File: src/rtl/scrambler.sv
// scrambler: 802.11a x^7+x^4+1 data scrambler on an AXI4-Stream with a one-entry skid buffer.
module scrambler #(
  parameter int WIDTH = 24,
  parameter int USER_WIDTH = 4,
  parameter logic [6:0] DEFAULT_SEED = 7'h7F
) (
  input  logic                  aclk,
  input  logic                  areset,
  input  logic [6:0]            cfg_seed,
  input  logic [WIDTH-1:0]      s_axis_tdata,
  input  logic [USER_WIDTH-1:0] s_axis_tuser,
  input  logic                  s_axis_tlast,
  input  logic                  s_axis_tvalid,
  output logic                  s_axis_tready,
  output logic [WIDTH-1:0]      m_axis_tdata,
  output logic [USER_WIDTH-1:0] m_axis_tuser,
  output logic                  m_axis_tlast,
  output logic                  m_axis_tvalid,
  input  logic                  m_axis_tready
);
  logic [6:0] lfsr, start, next_lfsr;
  logic sof, ready, acc, drain, skid_valid, skid_last, out_valid, out_last;
  logic [WIDTH-1:0] scr, skid_data, out_data;
  logic [USER_WIDTH-1:0] skid_user, out_user;
  assign s_axis_tready = ready;
  assign m_axis_tdata = out_data;
  assign m_axis_tuser = out_user;
  assign m_axis_tlast = out_last;
  assign m_axis_tvalid = out_valid;
  assign acc = s_axis_tvalid & ready;
  assign drain = ~out_valid | m_axis_tready;
  assign start = sof ? (cfg_seed == 7'd0 ? DEFAULT_SEED : cfg_seed) : lfsr;
  always_comb begin
    next_lfsr = start;
    scr = s_axis_tdata;
    for (int i = 0; i < WIDTH; i++) begin
      scr[i] = s_axis_tdata[i] ^ next_lfsr[6] ^ next_lfsr[3];
      next_lfsr = {next_lfsr[5:0], next_lfsr[6] ^ next_lfsr[3]};
    end
  end
  always_ff @(posedge aclk) begin
    if (areset) begin
      lfsr <= '0;
      sof <= 1'b1;
      ready <= 1'b0;
      out_valid <= 1'b0;
      out_data <= '0;
      out_user <= '0;
      out_last <= 1'b0;
      skid_valid <= 1'b0;
      skid_data <= '0;
      skid_user <= '0;
      skid_last <= 1'b0;
    end else begin
      if (acc) begin
        lfsr <= next_lfsr;
        sof <= s_axis_tlast;
      end
      if (drain) begin
        out_valid <= skid_valid | acc;
        if (skid_valid)
          {out_data, out_user, out_last} <= {skid_data, skid_user, skid_last};
        else if (acc)
          {out_data, out_user, out_last} <= {scr, s_axis_tuser, s_axis_tlast};
        skid_valid <= 1'b0;
      end else if (acc) begin
        skid_valid <= 1'b1;
        {skid_data, skid_user, skid_last} <= {scr, s_axis_tuser, s_axis_tlast};
      end
      ready <= drain | (~acc & ~skid_valid);
    end
  end
endmodule

File: config.mk
export PLATFORM = sky130hd
export DESIGN_NAME = scrambler
export DESIGN_NICKNAME = d
export VERILOG_FILES = /design/src/rtl/scrambler.sv
export SDC_FILE = /design/constraint.sdc
export NUM_CORES = 1
export LEC_CHECK = 0
export BUFFER_PORTS_ARGS = -buffer_cell sky130_fd_sc_hd__buf_2
export CAP_MARGIN = 20
export CELL_PAD_IN_SITES_DETAIL_PLACEMENT = 0
export CELL_PAD_IN_SITES_GLOBAL_PLACEMENT = 1
export CORE_MARGIN = 2
export CORE_UTILIZATION = 37
export DETAILED_ROUTE_END_ITERATION = 12
export PLACE_DENSITY = 0.84
export SETUP_SLACK_MARGIN = 0.1
export SLEW_MARGIN = 20
export SYNTH_ARGS = -nofsm -noshare
export SYNTH_HDL_FRONTEND = slang
export SYNTH_SLANG_ARGS = --single-unit
File: constraint.sdc
create_clock -name aclk -period 2.55 [get_ports aclk]
set_clock_uncertainty 0.2 [all_clocks]
set_input_delay 0.3825 -clock aclk [delete_from_list [all_inputs] [get_ports aclk]]
set_output_delay 0.3825 -clock aclk [all_outputs]
set_load 0.01 [all_outputs]
==> results of run 1 <==
==> synth_stat cells, types with 2 or more instances <==
master	number	share of area [%]
sky130_fd_sc_hd__nand2_1	72	7.6
sky130_fd_sc_hd__dfxtp_1	69	39
sky130_fd_sc_hd__nor2_1	46	4.9
sky130_fd_sc_hd__a21oi_1	42	5.9
sky130_fd_sc_hd__a211oi_1	29	6.1
sky130_fd_sc_hd__xnor2_1	29	7.1
sky130_fd_sc_hd__clkbuf_1	23	2.4
sky130_fd_sc_hd__xor2_1	23	5.7
sky130_fd_sc_hd__mux2i_1	15	4.2
sky130_fd_sc_hd__o211ai_1	9	1.9
sky130_fd_sc_hd__nor3_1	8	1.1
sky130_fd_sc_hd__xnor3_1	7	4.4
sky130_fd_sc_hd__o21ai_0	5	0.70
sky130_fd_sc_hd__nand2b_1	4	0.70
sky130_fd_sc_hd__nor2b_1	4	0.70
sky130_fd_sc_hd__buf_2	2	0.28
sky130_fd_sc_hd__buf_4	2	0.42
sky130_fd_sc_hd__inv_1	2	0.21
sky130_fd_sc_hd__mux2i_2	2	0.77
sky130_fd_sc_hd__nand3b_1	2	0.42
sky130_fd_sc_hd__o21bai_1	2	0.42
sky130_fd_sc_hd__xnor2_2	2	0.91
==> cell type report <==
class / count / area [um^2] / share of cell area (%)
clock buffers: 10 / 137.6 / 3.129
repair buffers: 95 / 563.0 / 12.80
multi-input cells: 316 / 2049 / 46.60
inverters: 2 / 7.507 / 0.1707
well taps: 129 / 161.4 / 3.670
clock inverters: 6 / 93.84 / 2.134
flip-flops and latches: 69 / 1385 / 31.49
==> metrics by stage <==
step | std cells | hold slack [ns] | setup TNS [ns] | setup WS [ns]
global route | 627 | 0.06801 | 0 | 0.1573
CTS | 627 | 0.06782 | 0 | 0.2405
floorplan | 416 | 0.2357 | 0 | 0.1264
finish | 627 | 0.08321 | 0 | 0.3176
detailed placement | 611 | 0.2405 | -0.01515 | -0.01515
global placement | 611 | 0.2362 | 0 | 0.02965
==> metal layers <==
metal / global-route usage (%) / up-vias / wire length [um]
li1: - / 1567 / -
met1: 24.62 / 1465 / 4143
met2: 29.55 / 91 / 4387
met3: 3.352 / 15 / 471
met4: 7.077 / 0 / 178
met5: 0 / - / 0
==> flip-flops by register name, indices dropped and copies added, names as in the netlist <==
| signal | flops |
|---|---|
| s_axis_tready | 1 |
| skid_valid | 1 |
| m_axis_tlast | 1 |
| skid_last | 1 |
| m_axis_tuser | 4 |
| skid_user | 4 |
| m_axis_tvalid | 1 |
| skid_data | 24 |
| sof | 1 |
| lfsr | 7 |
| m_axis_tdata | 24 |
==> critical path, stage by stage <==
cell	delay (ns)
sky130_fd_sc_hd__buf_2	0.11
sky130_fd_sc_hd__or4_4	0.56
sky130_fd_sc_hd__o31a_1	0.30
sky130_fd_sc_hd__xnor3_2	0.43
sky130_fd_sc_hd__xnor2_1	0.23
sky130_fd_sc_hd__nand2_1	0.08
sky130_fd_sc_hd__a211oi_1	0.20
==> cell families (layout without fill, tap and decap cells) <==
| group | after synthesis | after routing | synth area share [%] |
|---|---|---|---|
| buffers and inverters | 31 | 113 | 3.761 |
| multiplexers | 18 | 18 | 5.308 |
| AO/OA/AOI/OAI | 95 | 95 | 16.87 |
| XOR/XNOR | 62 | 62 | 18.80 |
| flip-flops | 69 | 69 | 38.80 |
| AND/OR/NAND/NOR | 141 | 141 | 16.45 |
==> power by group through the flow <==
| stage | clock network, uW | registers [uW] | logic (uW) |
|---|---|---|---|
| 5_1_grt | 1120 | 1190 | 896 |
| 3_5_place_dp | 0 | 1210 | 818 |
| 2_1_floorplan | 0 | 1220 | 546 |
| 3_3_place_gp | 0 | 1210 | 812 |
| 6_report | 1040 | 1190 | 816 |
| 4_1_cts | 1060 | 1190 | 824 |
==> repair_timing <==
action,4_1_cts,5_1_grt
endpoints found under the setup margin,1,1
setup buffers,0,0
gates resized for setup,1,1
pin swaps,0,0
==> worst min path at each step <==
stage	cells past startpoint	slack, ns	startpoint	endpoint
3_3_place_gp	2	0.24	m_axis_tdata[1]	m_axis_tdata[1]
3_5_place_dp	2	0.24	m_axis_tdata[2]	m_axis_tdata[2]
5_1_grt	3	0.07	s_axis_tuser[1]	skid_user[1]
2_1_floorplan	2	0.24	skid_data[19]	skid_data[19]
4_1_cts	3	0.07	s_axis_tuser[3]	skid_user[3]
6_report	3	0.08	s_axis_tuser[1]	skid_user[1]
==> impl_metrics.xml, run 1 <==
<?xml version="1.0" encoding="UTF-8"?>
<metrics>
  <group name="global_routing">
    <metric name="via_count_of_the_first_global_routing_pass" unit="">2960</metric>
    <metric name="global_route.overflow_total" unit="">0</metric>
    <metric name="grt_pass1_wl" unit="um">14880</metric>
    <metric name="gr-usage-all-layers" unit="%">18.38</metric>
    <metric name="grt_antenna_before_repair" unit="">0</metric>
    <metric name="grt_max_degree" unit="">67</metric>
  </group>
  <group name="cts">
    <metric name="clkSinkCount" unit="">69</metric>
    <metric name="tritoncts_clock_tree" unit="">built</metric>
    <metric name="ctsLongestPathBuffers" unit="">2</metric>
    <metric name="cts_inserted_buffers" unit="">9</metric>
    <metric name="htree_levels" unit="">3</metric>
    <metric name="clkSlewWorstSetupHoldPaths" unit="ns">0.08</metric>
    <metric name="later_pin_clock_latency_in_the_skew_report" unit="ns">0.34</metric>
    <metric name="cts-root-buf" unit="">sky130_fd_sc_hd__clkbuf_8</metric>
    <metric name="hold_buffers" unit="">0</metric>
  </group>
  <group name="setup_path">
    <metric name="critPathLaunch" unit="">cfg_seed[5]</metric>
    <metric name="setup.reg_to_reg.worst_slack" unit="ns">0.33</metric>
    <metric name="worst_ep_required_time" unit="ns">2.61</metric>
    <metric name="setup.worst_path.class" unit="">primary input to register</metric>
    <metric name="worstRegToRegCells" unit="">6</metric>
    <metric name="worst_ep_arrival_time" unit="ns">2.29</metric>
    <metric name="crit_fanout" unit="">6</metric>
    <metric name="regToRegEndpoint" unit="">m_axis_tdata[17]</metric>
    <metric name="crit_path_end" unit="">m_axis_tdata[17]</metric>
    <metric name="worst_setup_path_end_kind" unit="">register</metric>
    <metric name="worstReg2RegStart" unit="">sof</metric>
    <metric name="start_kind" unit="">primary input</metric>
  </group>
  <group name="route">
    <metric name="drt_pass1_iterations" unit="">4</metric>
    <metric name="drt_iter0_drc" unit="">160</metric>
    <metric name="routed-via-count" unit="">3138</metric>
    <metric name="routed_wire_length_per_instance" unit="um">14.64</metric>
    <metric name="avgViaCountPerCell" unit="">5.005</metric>
    <metric name="route.final.wire_length" unit="um">9180</metric>
    <metric name="route.detailed.drc" unit="">0</metric>
    <metric name="route.antenna.remaining_nets" unit="">0</metric>
  </group>
  <group name="floorplanning">
    <metric name="floorplan.die.width" unit="um">102.1</metric>
    <metric name="die_h" unit="um">102.1</metric>
    <metric name="floorplan.core_area" unit="um^2">9284</metric>
    <metric name="start_util" unit="%">38.34</metric>
    <metric name="num_io_pins" unit="">71</metric>
    <metric name="placementRows" unit="">35</metric>
    <metric name="fp.dieArea" unit="um^2">10420</metric>
  </group>
  <group name="synthesis">
    <metric name="synth.lib_cells_used.distinct" unit="">39</metric>
    <metric name="mappedNetlistNets" unit="">456</metric>
    <metric name="mappedNetlistArea" unit="um^2">3560</metric>
    <metric name="synth_enable_flop_cells" unit="">0</metric>
    <metric name="yosys_warnings" unit="">0</metric>
    <metric name="async_flop_share" unit="%">0</metric>
    <metric name="synth_ff_type" unit="">sky130_fd_sc_hd__dfxtp_1</metric>
    <metric name="syn_inst" unit="">416</metric>
    <metric name="synthesis.area_per_instance" unit="um^2">8.557</metric>
    <metric name="seq_area_frac_synth" unit="%">38.80</metric>
    <metric name="synth_seq_cells" unit="">69</metric>
  </group>
  <group name="timing">
    <metric name="report.final.setup_viol" unit="">0</metric>
    <metric name="finalCritPeriodShare" unit="%">87.54</metric>
    <metric name="finalHoldViolations" unit="">0</metric>
    <metric name="fmax" unit="MHz">448.0</metric>
    <metric name="worst_slew_margin_rel" unit="%">53.73</metric>
    <metric name="slew_viol_final" unit="">0</metric>
    <metric name="tightestPinTransition" unit="ns">0.6940</metric>
    <metric name="unrepaired_setup_endpoints_after_global_routing" unit="">false</metric>
    <metric name="fin_crit" unit="ns">2.232</metric>
  </group>
  <group name="power_and_ir_drop">
    <metric name="internal-power" unit="uW">2111</metric>
    <metric name="p_switching" unit="uW">929.2</metric>
    <metric name="totalPowerFinal" unit="uW">3040</metric>
    <metric name="leakagePower" unit="uW">0.001900</metric>
    <metric name="sequential_power_share" unit="%">39.0</metric>
    <metric name="switching_share" unit="%">30.57</metric>
    <metric name="vdd_ir_drop_max" unit="V">0.0003245</metric>
    <metric name="clkPwrFrac" unit="%">34.1</metric>
    <metric name="power-per-cell-area" unit="nW/um^2">691.2</metric>
    <metric name="power_frac_comb" unit="%">26.9</metric>
  </group>
  <group name="layout">
    <metric name="flow.area_growth_from_synthesis" unit="%">23.55</metric>
    <metric name="layout_common_cells" unit="">sky130_fd_sc_hd__nand2_1, sky130_fd_sc_hd__buf_2, sky130_fd_sc_hd__dfxtp_1, sky130_fd_sc_hd__nor2_1, sky130_fd_sc_hd__a21oi_1</metric>
    <metric name="filler_cell_count" unit="">914</metric>
    <metric name="post_route_cells_drive_above_1_share" unit="%">24.30</metric>
    <metric name="layout.core_utilization" unit="%">47.37</metric>
    <metric name="fin_area" unit="um^2">4398</metric>
    <metric name="most_common_cell_after_layout_fill_and_taps_aside" unit="">sky130_fd_sc_hd__nand2_1</metric>
    <metric name="layout.nets" unit="">533</metric>
    <metric name="num_antenna_cells" unit="">0</metric>
  </group>
  <group name="placement">
    <metric name="placedInstanceArea" unit="um^2">4163</metric>
    <metric name="globalplace.congestion" unit="">0.9472</metric>
    <metric name="dpl.hpwl" unit="um">6735</metric>
    <metric name="port_buffers" unit="">70</metric>
  </group>
  <group name="outcome">
    <metric name="outcome" unit="">complete, no violations</metric>
  </group>
  <group name="run">
    <metric name="cap_viol_max_count" unit="">0</metric>
  </group>
  <group name="hold_path">
    <metric name="worst_hold_path_type" unit="">primary input to register</metric>
  </group>
</metrics>
(Power assumes the default switching activity.)
==> inputs of run 2 (changes only) <==
--- a/config.mk
+++ b/config.mk
@@ -5,14 +5,16 @@
 export SDC_FILE = /design/constraint.sdc
 export NUM_CORES = 1
 export LEC_CHECK = 0
+export ABC_AREA = 1
 export BUFFER_PORTS_ARGS = -buffer_cell sky130_fd_sc_hd__buf_2
 export CAP_MARGIN = 20
 export CELL_PAD_IN_SITES_DETAIL_PLACEMENT = 0
 export CELL_PAD_IN_SITES_GLOBAL_PLACEMENT = 1
 export CORE_MARGIN = 2
-export CORE_UTILIZATION = 37
+export CORE_UTILIZATION = 36
 export DETAILED_ROUTE_END_ITERATION = 12
-export PLACE_DENSITY = 0.84
+export HOLD_SLACK_MARGIN = 0.06
+export PLACE_DENSITY = 0.85
 export SETUP_SLACK_MARGIN = 0.1
 export SLEW_MARGIN = 20
 export SYNTH_ARGS = -nofsm -noshare
==> impl_metrics.xml, run 2 <==
<?xml version="1.0" encoding="UTF-8"?>
<metrics>
  <group name="hold_path">
    <metric name="worst_hold_path_type" unit="">primary input to register</metric>
  </group>
  <group name="synthesis">
    <metric name="yosys.cell_count.top_type" unit="">sky130_fd_sc_hd__nand2_1</metric>
    <metric name="netlist.area_leader.share" unit="%">35.59</metric>
    <metric name="mappedNetlistArea" unit="um^2">3881</metric>
    <metric name="async_flop_share" unit="%">0</metric>
    <metric name="synth_ff_type" unit="">sky130_fd_sc_hd__dfxtp_1</metric>
    <metric name="yosys_warnings" unit="">0</metric>
    <metric name="synth_simple_gate_area_share" unit="%">30.72</metric>
    <metric name="netlist.top_cell.by_area" unit="">sky130_fd_sc_hd__dfxtp_1</metric>
    <metric name="yosys.area_share.adder" unit="%">0</metric>
    <metric name="syn_inst" unit="">565</metric>
    <metric name="synth_seq_cells" unit="">69</metric>
    <metric name="yosys-mux-area-fraction" unit="%">0</metric>
    <metric name="mappedNetlistNets" unit="">605</metric>
    <metric name="synthTopCellsByCount" unit="">sky130_fd_sc_hd__nand2_1, sky130_fd_sc_hd__dfxtp_1, sky130_fd_sc_hd__inv_1</metric>
    <metric name="dominant_combinational_cell_family_by_area_after_synthesis" unit="">simple AND/OR/NAND/NOR gates</metric>
    <metric name="synth-compound-area-share" unit="%">18.31</metric>
    <metric name="post_synth_xor_area_fraction" unit="%">6.286</metric>
    <metric name="synth_top_cells_by_area" unit="">sky130_fd_sc_hd__dfxtp_1, sky130_fd_sc_hd__nand2_1, sky130_fd_sc_hd__a21oi_1, sky130_fd_sc_hd__o21ai_0, sky130_fd_sc_hd__inv_1</metric>
    <metric name="synthesis.area_per_instance" unit="um^2">6.869</metric>
    <metric name="synth.lib_cells_used.distinct" unit="">37</metric>
    <metric name="seq_area_frac_synth" unit="%">35.59</metric>
    <metric name="synth_enable_flop_cells" unit="">0</metric>
  </group>
  <group name="route">
    <metric name="route.final.wire_length" unit="um">10460</metric>
    <metric name="route.antenna.remaining_nets" unit="">0</metric>
    <metric name="top_layer_used" unit="">met4</metric>
    <metric name="routed_wire_length_per_instance" unit="um">13.43</metric>
    <metric name="routed-via-count" unit="">3790</metric>
    <metric name="route.layer.met1.wl" unit="um">4931</metric>
    <metric name="drt_pass1_iterations" unit="">4</metric>
    <metric name="avgViaCountPerCell" unit="">4.865</metric>
    <metric name="drt_iter0_drc" unit="">227</metric>
    <metric name="wl_met2" unit="um">5011</metric>
    <metric name="route.detailed.drc" unit="">0</metric>
    <metric name="met3_length" unit="um">440</metric>
  </group>
  <group name="timing">
    <metric name="finalCritPeriodShare" unit="%">90.97</metric>
    <metric name="fmax" unit="MHz">431.1</metric>
    <metric name="report.final.setup_viol" unit="">0</metric>
    <metric name="worst_slew_margin_rel" unit="%">43.61</metric>
    <metric name="tightestPinTransition" unit="ns">0.8449</metric>
    <metric name="fin_crit" unit="ns">2.320</metric>
    <metric name="finalHoldViolations" unit="">0</metric>
    <metric name="unrepaired_setup_endpoints_after_global_routing" unit="">true</metric>
    <metric name="slew_viol_final" unit="">0</metric>
    <metric name="timing.hold.ws" unit="ns">0.08209</metric>
  </group>
  <group name="setup_path">
    <metric name="start_kind" unit="">register</metric>
    <metric name="worst_ep_required_time" unit="ns">2.55</metric>
    <metric name="worst_setup_path_end_kind" unit="">register</metric>
    <metric name="crit_fanout" unit="">6</metric>
    <metric name="worst_ep_arrival_time" unit="ns">2.32</metric>
    <metric name="setup.worst_path.class" unit="">register to register</metric>
  </group>
  <group name="run">
    <metric name="cap_viol_max_count" unit="">0</metric>
  </group>
  <group name="cts">
    <metric name="clkSinkCount" unit="">69</metric>
    <metric name="cts-root-buf" unit="">sky130_fd_sc_hd__clkbuf_8</metric>
    <metric name="ctsLongestPathBuffers" unit="">2</metric>
    <metric name="htree_levels" unit="">3</metric>
    <metric name="clkSlewWorstSetupHoldPaths" unit="ns">0.08</metric>
    <metric name="tritoncts_clock_tree" unit="">built</metric>
    <metric name="later_pin_clock_latency_in_the_skew_report" unit="ns">0.35</metric>
    <metric name="cts_inserted_buffers" unit="">9</metric>
  </group>
  <group name="power_and_ir_drop">
    <metric name="leakagePower" unit="uW">0.002405</metric>
    <metric name="vdd_ir_drop_max" unit="V">0.0003785</metric>
    <metric name="power-per-cell-area" unit="nW/um^2">650.2</metric>
  </group>
  <group name="placement">
    <metric name="dpl.hpwl" unit="um">7842</metric>
    <metric name="globalplace.congestion" unit="">0.8349</metric>
    <metric name="port_buffers" unit="">70</metric>
  </group>
  <group name="global_routing">
    <metric name="grt_pass1_wl" unit="um">17170</metric>
    <metric name="global_route.overflow_total" unit="">0</metric>
    <metric name="gr-usage-all-layers" unit="%">18.76</metric>
    <metric name="grt_antenna_before_repair" unit="">0</metric>
    <metric name="via_count_of_the_first_global_routing_pass" unit="">3621</metric>
    <metric name="grt_max_degree" unit="">42</metric>
  </group>
  <group name="layout">
    <metric name="flow.area_growth_from_synthesis" unit="%">21.21</metric>
    <metric name="num_antenna_cells" unit="">0</metric>
    <metric name="most_common_cell_after_layout_fill_and_taps_aside" unit="">sky130_fd_sc_hd__nand2_1</metric>
    <metric name="layout.nets" unit="">678</metric>
    <metric name="layout_common_cells" unit="">sky130_fd_sc_hd__nand2_1, sky130_fd_sc_hd__buf_2, sky130_fd_sc_hd__dfxtp_1, sky130_fd_sc_hd__inv_1, sky130_fd_sc_hd__nor2_1</metric>
    <metric name="post_route_cells_drive_above_1_share" unit="%">25.04</metric>
    <metric name="layout.core_utilization" unit="%">45.17</metric>
  </group>
  <group name="floorplanning">
    <metric name="die_h" unit="um">107.8</metric>
    <metric name="start_util" unit="%">37.26</metric>
    <metric name="fp.dieArea" unit="um^2">11630</metric>
    <metric name="num_io_pins" unit="">71</metric>
    <metric name="floorplan.die.width" unit="um">107.8</metric>
    <metric name="placementRows" unit="">37</metric>
    <metric name="floorplan.core_area" unit="um^2">10420</metric>
  </group>
  <group name="outcome">
    <metric name="outcome" unit="">complete, no violations</metric>
  </group>
</metrics>
==> run 2: logic make-up after synthesis <==
family	Yosys count
XOR/XNOR	27
AO/OA/AOI/OAI	124
buffers and inverters	90
AND/OR/NAND/NOR	255
flip-flops	69
==> run 2: cell type report <==
| type | count | area, um^2 |
|---|---|---|
| fillers | 1102 | 5712 |
| multi-input cells | 406 | 2187 |
| flip-flops and latches | 69 | 1381 |
| repair buffers | 88 | 509.2 |
| inverters | 64 | 240.2 |
| well taps | 136 | 170.2 |
| clock buffers | 11 | 131.4 |
| clock inverters | 5 | 85.08 |
==> run 2: metrics by stage <==
| step | std cells | total power (uW) | worst slack [ns] | instance area [um^2] | setup TNS (ns) |
|---|---|---|---|---|---|
| 6_report | 779 | 3059 | 0.2303 | 4705 | 0 |
| 5_1_grt | 779 | 3257 | 0.09162 | 4705 | 0 |
| 4_1_cts | 778 | 3073 | 0.1838 | 4653 | 0 |
| 3_5_place_dp | 759 | 2083 | -0.05856 | 4407 | -0.2149 |
| 3_3_place_gp | 759 | 2077 | -0.02092 | 4407 | -0.03700 |
| 2_1_floorplan | 565 | 1812 | 0.3666 | 3881 | 0 |
==> run 2: per-layer routing <==
metal / track usage (%) / vias to the layer above
met3: 3.450 / 9
met1: 23.73 / 1732
met4: 4.121 / 0
met5: 0 / -
met2: 33.06 / 86
li1: - / 1963
==> run 2: timing repair <==
action                                 in CTS  in global routing
endpoints found under the hold margin       3                  0
gates resized for setup                     0                 12
setup endpoints to repair                   0                 21
hold buffers                                3                  0
setup buffers                               0                  1
==> run 2: final timing paths <==
path / from / endpoint / slack (ns) / cells past startpoint
setup / recovery: sof / m_axis_tdata[9] / 0.23 / 10
setup reg to reg: sof / m_axis_tdata[9] / 0.23 / 10
hold reg to reg: m_axis_tdata[16] / m_axis_tdata[16] / 0.27 / 2
hold / removal: s_axis_tuser[2] / skid_user[2] / 0.08 / 3
==> run 2: critical path, stage by stage (launching register included) <==
cell	delay (ns)
sky130_fd_sc_hd__dfxtp_1	0.37
sky130_fd_sc_hd__inv_2	0.07
sky130_fd_sc_hd__or2_1	0.27
sky130_fd_sc_hd__o21bai_4	0.20
sky130_fd_sc_hd__nand2_2	0.11
sky130_fd_sc_hd__nand2_4	0.11
sky130_fd_sc_hd__xor2_1	0.24
sky130_fd_sc_hd__xor2_1	0.27
sky130_fd_sc_hd__nand2_1	0.08
sky130_fd_sc_hd__o211ai_1	0.16
sky130_fd_sc_hd__a21oi_1	0.10
==> run 2: where the power goes <==
part           leakage, uW  total [uW]  internal [uW]  switching (uW)
combinational      0.00174         909            333             576
sequential        0.000563        1170           1140            30.0
clock             0.000104         980            555             425
==> inputs of run 3 (changes only) <==
--- a/config.mk
+++ b/config.mk
@@ -14,7 +14,9 @@
 export CORE_UTILIZATION = 36
 export DETAILED_ROUTE_END_ITERATION = 12
 export HOLD_SLACK_MARGIN = 0.06
+export MAX_ROUTING_LAYER = met4
 export PLACE_DENSITY = 0.85
+export REMOVE_ABC_BUFFERS = 1
 export SETUP_SLACK_MARGIN = 0.1
 export SLEW_MARGIN = 20
 export SYNTH_ARGS = -nofsm -noshare
==> impl_metrics.xml, run 3 (synthesis results as in run 2) <==
<?xml version="1.0" encoding="UTF-8"?>
<metrics>
  <group name="outcome">
    <metric name="outcome" unit="">complete, no violations</metric>
  </group>
  <group name="layout">
    <metric name="flow.area_growth_from_synthesis" unit="%">23.86</metric>
    <metric name="num_antenna_cells" unit="">0</metric>
    <metric name="layout_common_cells" unit="">sky130_fd_sc_hd__nand2_1, sky130_fd_sc_hd__buf_2, sky130_fd_sc_hd__dfxtp_1, sky130_fd_sc_hd__inv_1, sky130_fd_sc_hd__nor2_1</metric>
    <metric name="post_route_cells_drive_above_1_share" unit="%">27.37</metric>
    <metric name="layout.nets" unit="">689</metric>
    <metric name="most_common_cell_after_layout_fill_and_taps_aside" unit="">sky130_fd_sc_hd__nand2_1</metric>
  </group>
  <group name="cts">
    <metric name="clkSinkCount" unit="">69</metric>
    <metric name="clkSlewWorstSetupHoldPaths" unit="ns">0.08</metric>
    <metric name="htree_levels" unit="">3</metric>
    <metric name="ctsLongestPathBuffers" unit="">2</metric>
    <metric name="hold_buffers" unit="">0</metric>
    <metric name="cts-root-buf" unit="">sky130_fd_sc_hd__clkbuf_8</metric>
    <metric name="cts_inserted_buffers" unit="">9</metric>
    <metric name="tritoncts_clock_tree" unit="">built</metric>
    <metric name="later_pin_clock_latency_in_the_skew_report" unit="ns">0.35</metric>
  </group>
  <group name="setup_path">
    <metric name="critPathMostFrequentCell" unit="">sky130_fd_sc_hd__nand2_1</metric>
    <metric name="crit_slowest_cell" unit="">sky130_fd_sc_hd__dfxtp_2</metric>
    <metric name="crit_buf_inv" unit="">3</metric>
    <metric name="critical-path-max-stage-delay" unit="ns">0.35</metric>
    <metric name="worst_setup_path_end_kind" unit="">register</metric>
    <metric name="crit_path_end" unit="">m_axis_tdata[23]</metric>
    <metric name="regToRegEndpoint" unit="">m_axis_tdata[23]</metric>
    <metric name="worstSetupPathDepth" unit="">14</metric>
    <metric name="crit_family" unit="">simple AND/OR/NAND/NOR gates</metric>
    <metric name="crit_fanout" unit="">7</metric>
    <metric name="worstReg2RegStart" unit="">sof</metric>
    <metric name="critical_path.cell_chain" unit="">buf_4, or2_2, o21ai_4, inv_2, nand2_1, nand2_2, nand3_2, nand3_2, nand2_2, inv_2, nand2_1, nand3_1, nand2_1, a21oi_1</metric>
    <metric name="setup.worst_path.class" unit="">register to register</metric>
    <metric name="setup.reg_to_reg.worst_slack" unit="ns">0.23</metric>
    <metric name="start_kind" unit="">register</metric>
    <metric name="worst_ep_required_time" unit="ns">2.57</metric>
    <metric name="worst_ep_arrival_time" unit="ns">2.34</metric>
    <metric name="critPathLaunch" unit="">sof</metric>
    <metric name="worstRegToRegCells" unit="">14</metric>
  </group>
  <group name="timing">
    <metric name="slew_viol_final" unit="">0</metric>
    <metric name="worst_slew_margin_rel" unit="%">39.89</metric>
    <metric name="postLayoutSetupSlackWorst" unit="ns">0.2300</metric>
    <metric name="unrepaired_setup_endpoints_after_global_routing" unit="">true</metric>
    <metric name="fin_crit" unit="ns">2.320</metric>
    <metric name="fmax" unit="MHz">431.0</metric>
    <metric name="report.final.setup_viol" unit="">0</metric>
    <metric name="tightestPinTransition" unit="ns">0.9006</metric>
    <metric name="finalHoldViolations" unit="">0</metric>
    <metric name="finalCritPeriodShare" unit="%">90.98</metric>
    <metric name="fin_setup_tns" unit="ns">0</metric>
  </group>
  <group name="route">
    <metric name="route.final.wire_length" unit="um">10330</metric>
    <metric name="drt_iter0_drc" unit="">228</metric>
    <metric name="avgViaCountPerCell" unit="">4.754</metric>
    <metric name="drt_pass1_iterations" unit="">4</metric>
    <metric name="route.antenna.remaining_nets" unit="">0</metric>
    <metric name="routed_wire_length_per_instance" unit="um">13.08</metric>
    <metric name="routed-via-count" unit="">3756</metric>
    <metric name="route.detailed.drc" unit="">0</metric>
  </group>
  <group name="floorplanning">
    <metric name="floorplan.core_area" unit="um^2">10420</metric>
    <metric name="num_io_pins" unit="">71</metric>
    <metric name="start_util" unit="%">37.26</metric>
    <metric name="floorplan.die.width" unit="um">107.8</metric>
    <metric name="fp.dieArea" unit="um^2">11630</metric>
    <metric name="die_h" unit="um">107.8</metric>
    <metric name="placementRows" unit="">37</metric>
  </group>
  <group name="power_and_ir_drop">
    <metric name="vdd_ir_drop_max" unit="V">0.0003918</metric>
    <metric name="totalPowerFinal" unit="uW">3231</metric>
    <metric name="power-per-cell-area" unit="nW/um^2">672.1</metric>
    <metric name="leakagePower" unit="uW">0.002471</metric>
  </group>
  <group name="placement">
    <metric name="dpl_worst_slack" unit="ns">-0.08555</metric>
    <metric name="port_buffers" unit="">70</metric>
    <metric name="globalplace.congestion" unit="">0.9097</metric>
    <metric name="dpl.hpwl" unit="um">7596</metric>
  </group>
  <group name="run">
    <metric name="cap_viol_max_count" unit="">0</metric>
  </group>
  <group name="global_routing">
    <metric name="grt_max_degree" unit="">42</metric>
    <metric name="global_route.overflow_total" unit="">0</metric>
    <metric name="gr-usage-all-layers" unit="%">19.35</metric>
    <metric name="via_count_of_the_first_global_routing_pass" unit="">3554</metric>
    <metric name="grt_pass1_wl" unit="um">17150</metric>
    <metric name="grt_antenna_before_repair" unit="">0</metric>
  </group>
  <group name="hold_path">
    <metric name="worst_hold_path_type" unit="">primary input to register</metric>
  </group>
</metrics>
## run 3: cell count changes in the layout (fill, tap and decap cells not counted), moves of 3 or more
cell | before | now
sky130_fd_sc_hd__buf_4 | 13 | 28
sky130_fd_sc_hd__dlygate4sd3_1 | 3 | 0
sky130_fd_sc_hd__nand2_1 | 106 | 109
sky130_fd_sc_hd__nor2_1 | 56 | 53
## run 3: worst min-delay path, cell delays in order
cell                     delay [ns]
sky130_fd_sc_hd__buf_2         0.08
sky130_fd_sc_hd__nor2_1        0.04
sky130_fd_sc_hd__nor2_1        0.08
## run 3: worst min-delay path by stage
stage,cells past startpoint,startpoint,end
3_3_place_gp,2,m_axis_tdata[17],m_axis_tdata[17]
3_5_place_dp,2,m_axis_tdata[14],m_axis_tdata[14]
5_1_grt,3,s_axis_tuser[0],skid_user[0]
6_report,3,s_axis_tuser[2],skid_user[2]
4_1_cts,3,s_axis_tuser[2],skid_user[2]
2_1_floorplan,1,areset,m_axis_tdata[18]
## run 3: area by class of cell
class / count / area [um^2]
fill: 1111 / 5609
multi-input combinational: 406 / 2186
sequential: 69 / 1383
timing repair buffer: 99 / 580.6
inverter: 64 / 240.2
tap: 136 / 170.2
clock buffer: 10 / 137.6
clock inverter: 6 / 110.1
## run 3: power by group
group | internal (uW) | leakage, uW | switching [uW]
combinational | 378 | 0.00179 | 572
sequential | 1140 | 0.000562 | 31.2
clock | 674 | 0.000119 | 435
total | 2190 | 0.00247 | 1040
## run 3: layer usage
metal | global-route usage [%] | part of all wire [%] | up-vias | wire length, um
met5 | - | 0 | - | 0
met3 | 3.571 | 4.0 | 11 | 409
met2 | 31.49 | 47 | 63 | 4897
li1 | - | - | 1979 | -
met4 | 5.311 | 1.2 | 0 | 122
met1 | 24.68 | 47 | 1703 | 4905
## run 3: timing repair
item,CTS,global route
pin swaps,0,4
setup buffers,0,1
endpoints found under the hold margin,0,0
endpoints found under the setup margin,7,22
gates resized for setup,1,10
## run 3: per-stage QoR
step	hold WS [ns]	instance area (um^2)	utilization, %	instances
3_3_place_gp	0.2485	4514	43.34	773
5_1_grt	0.09014	4807	46.15	790
6_report	0.07105	4807	46.15	790
4_1_cts	0.06465	4766	45.75	789
2_1_floorplan	0.2449	3769	-	539
3_5_place_dp	0.2523	4514	43.34	773
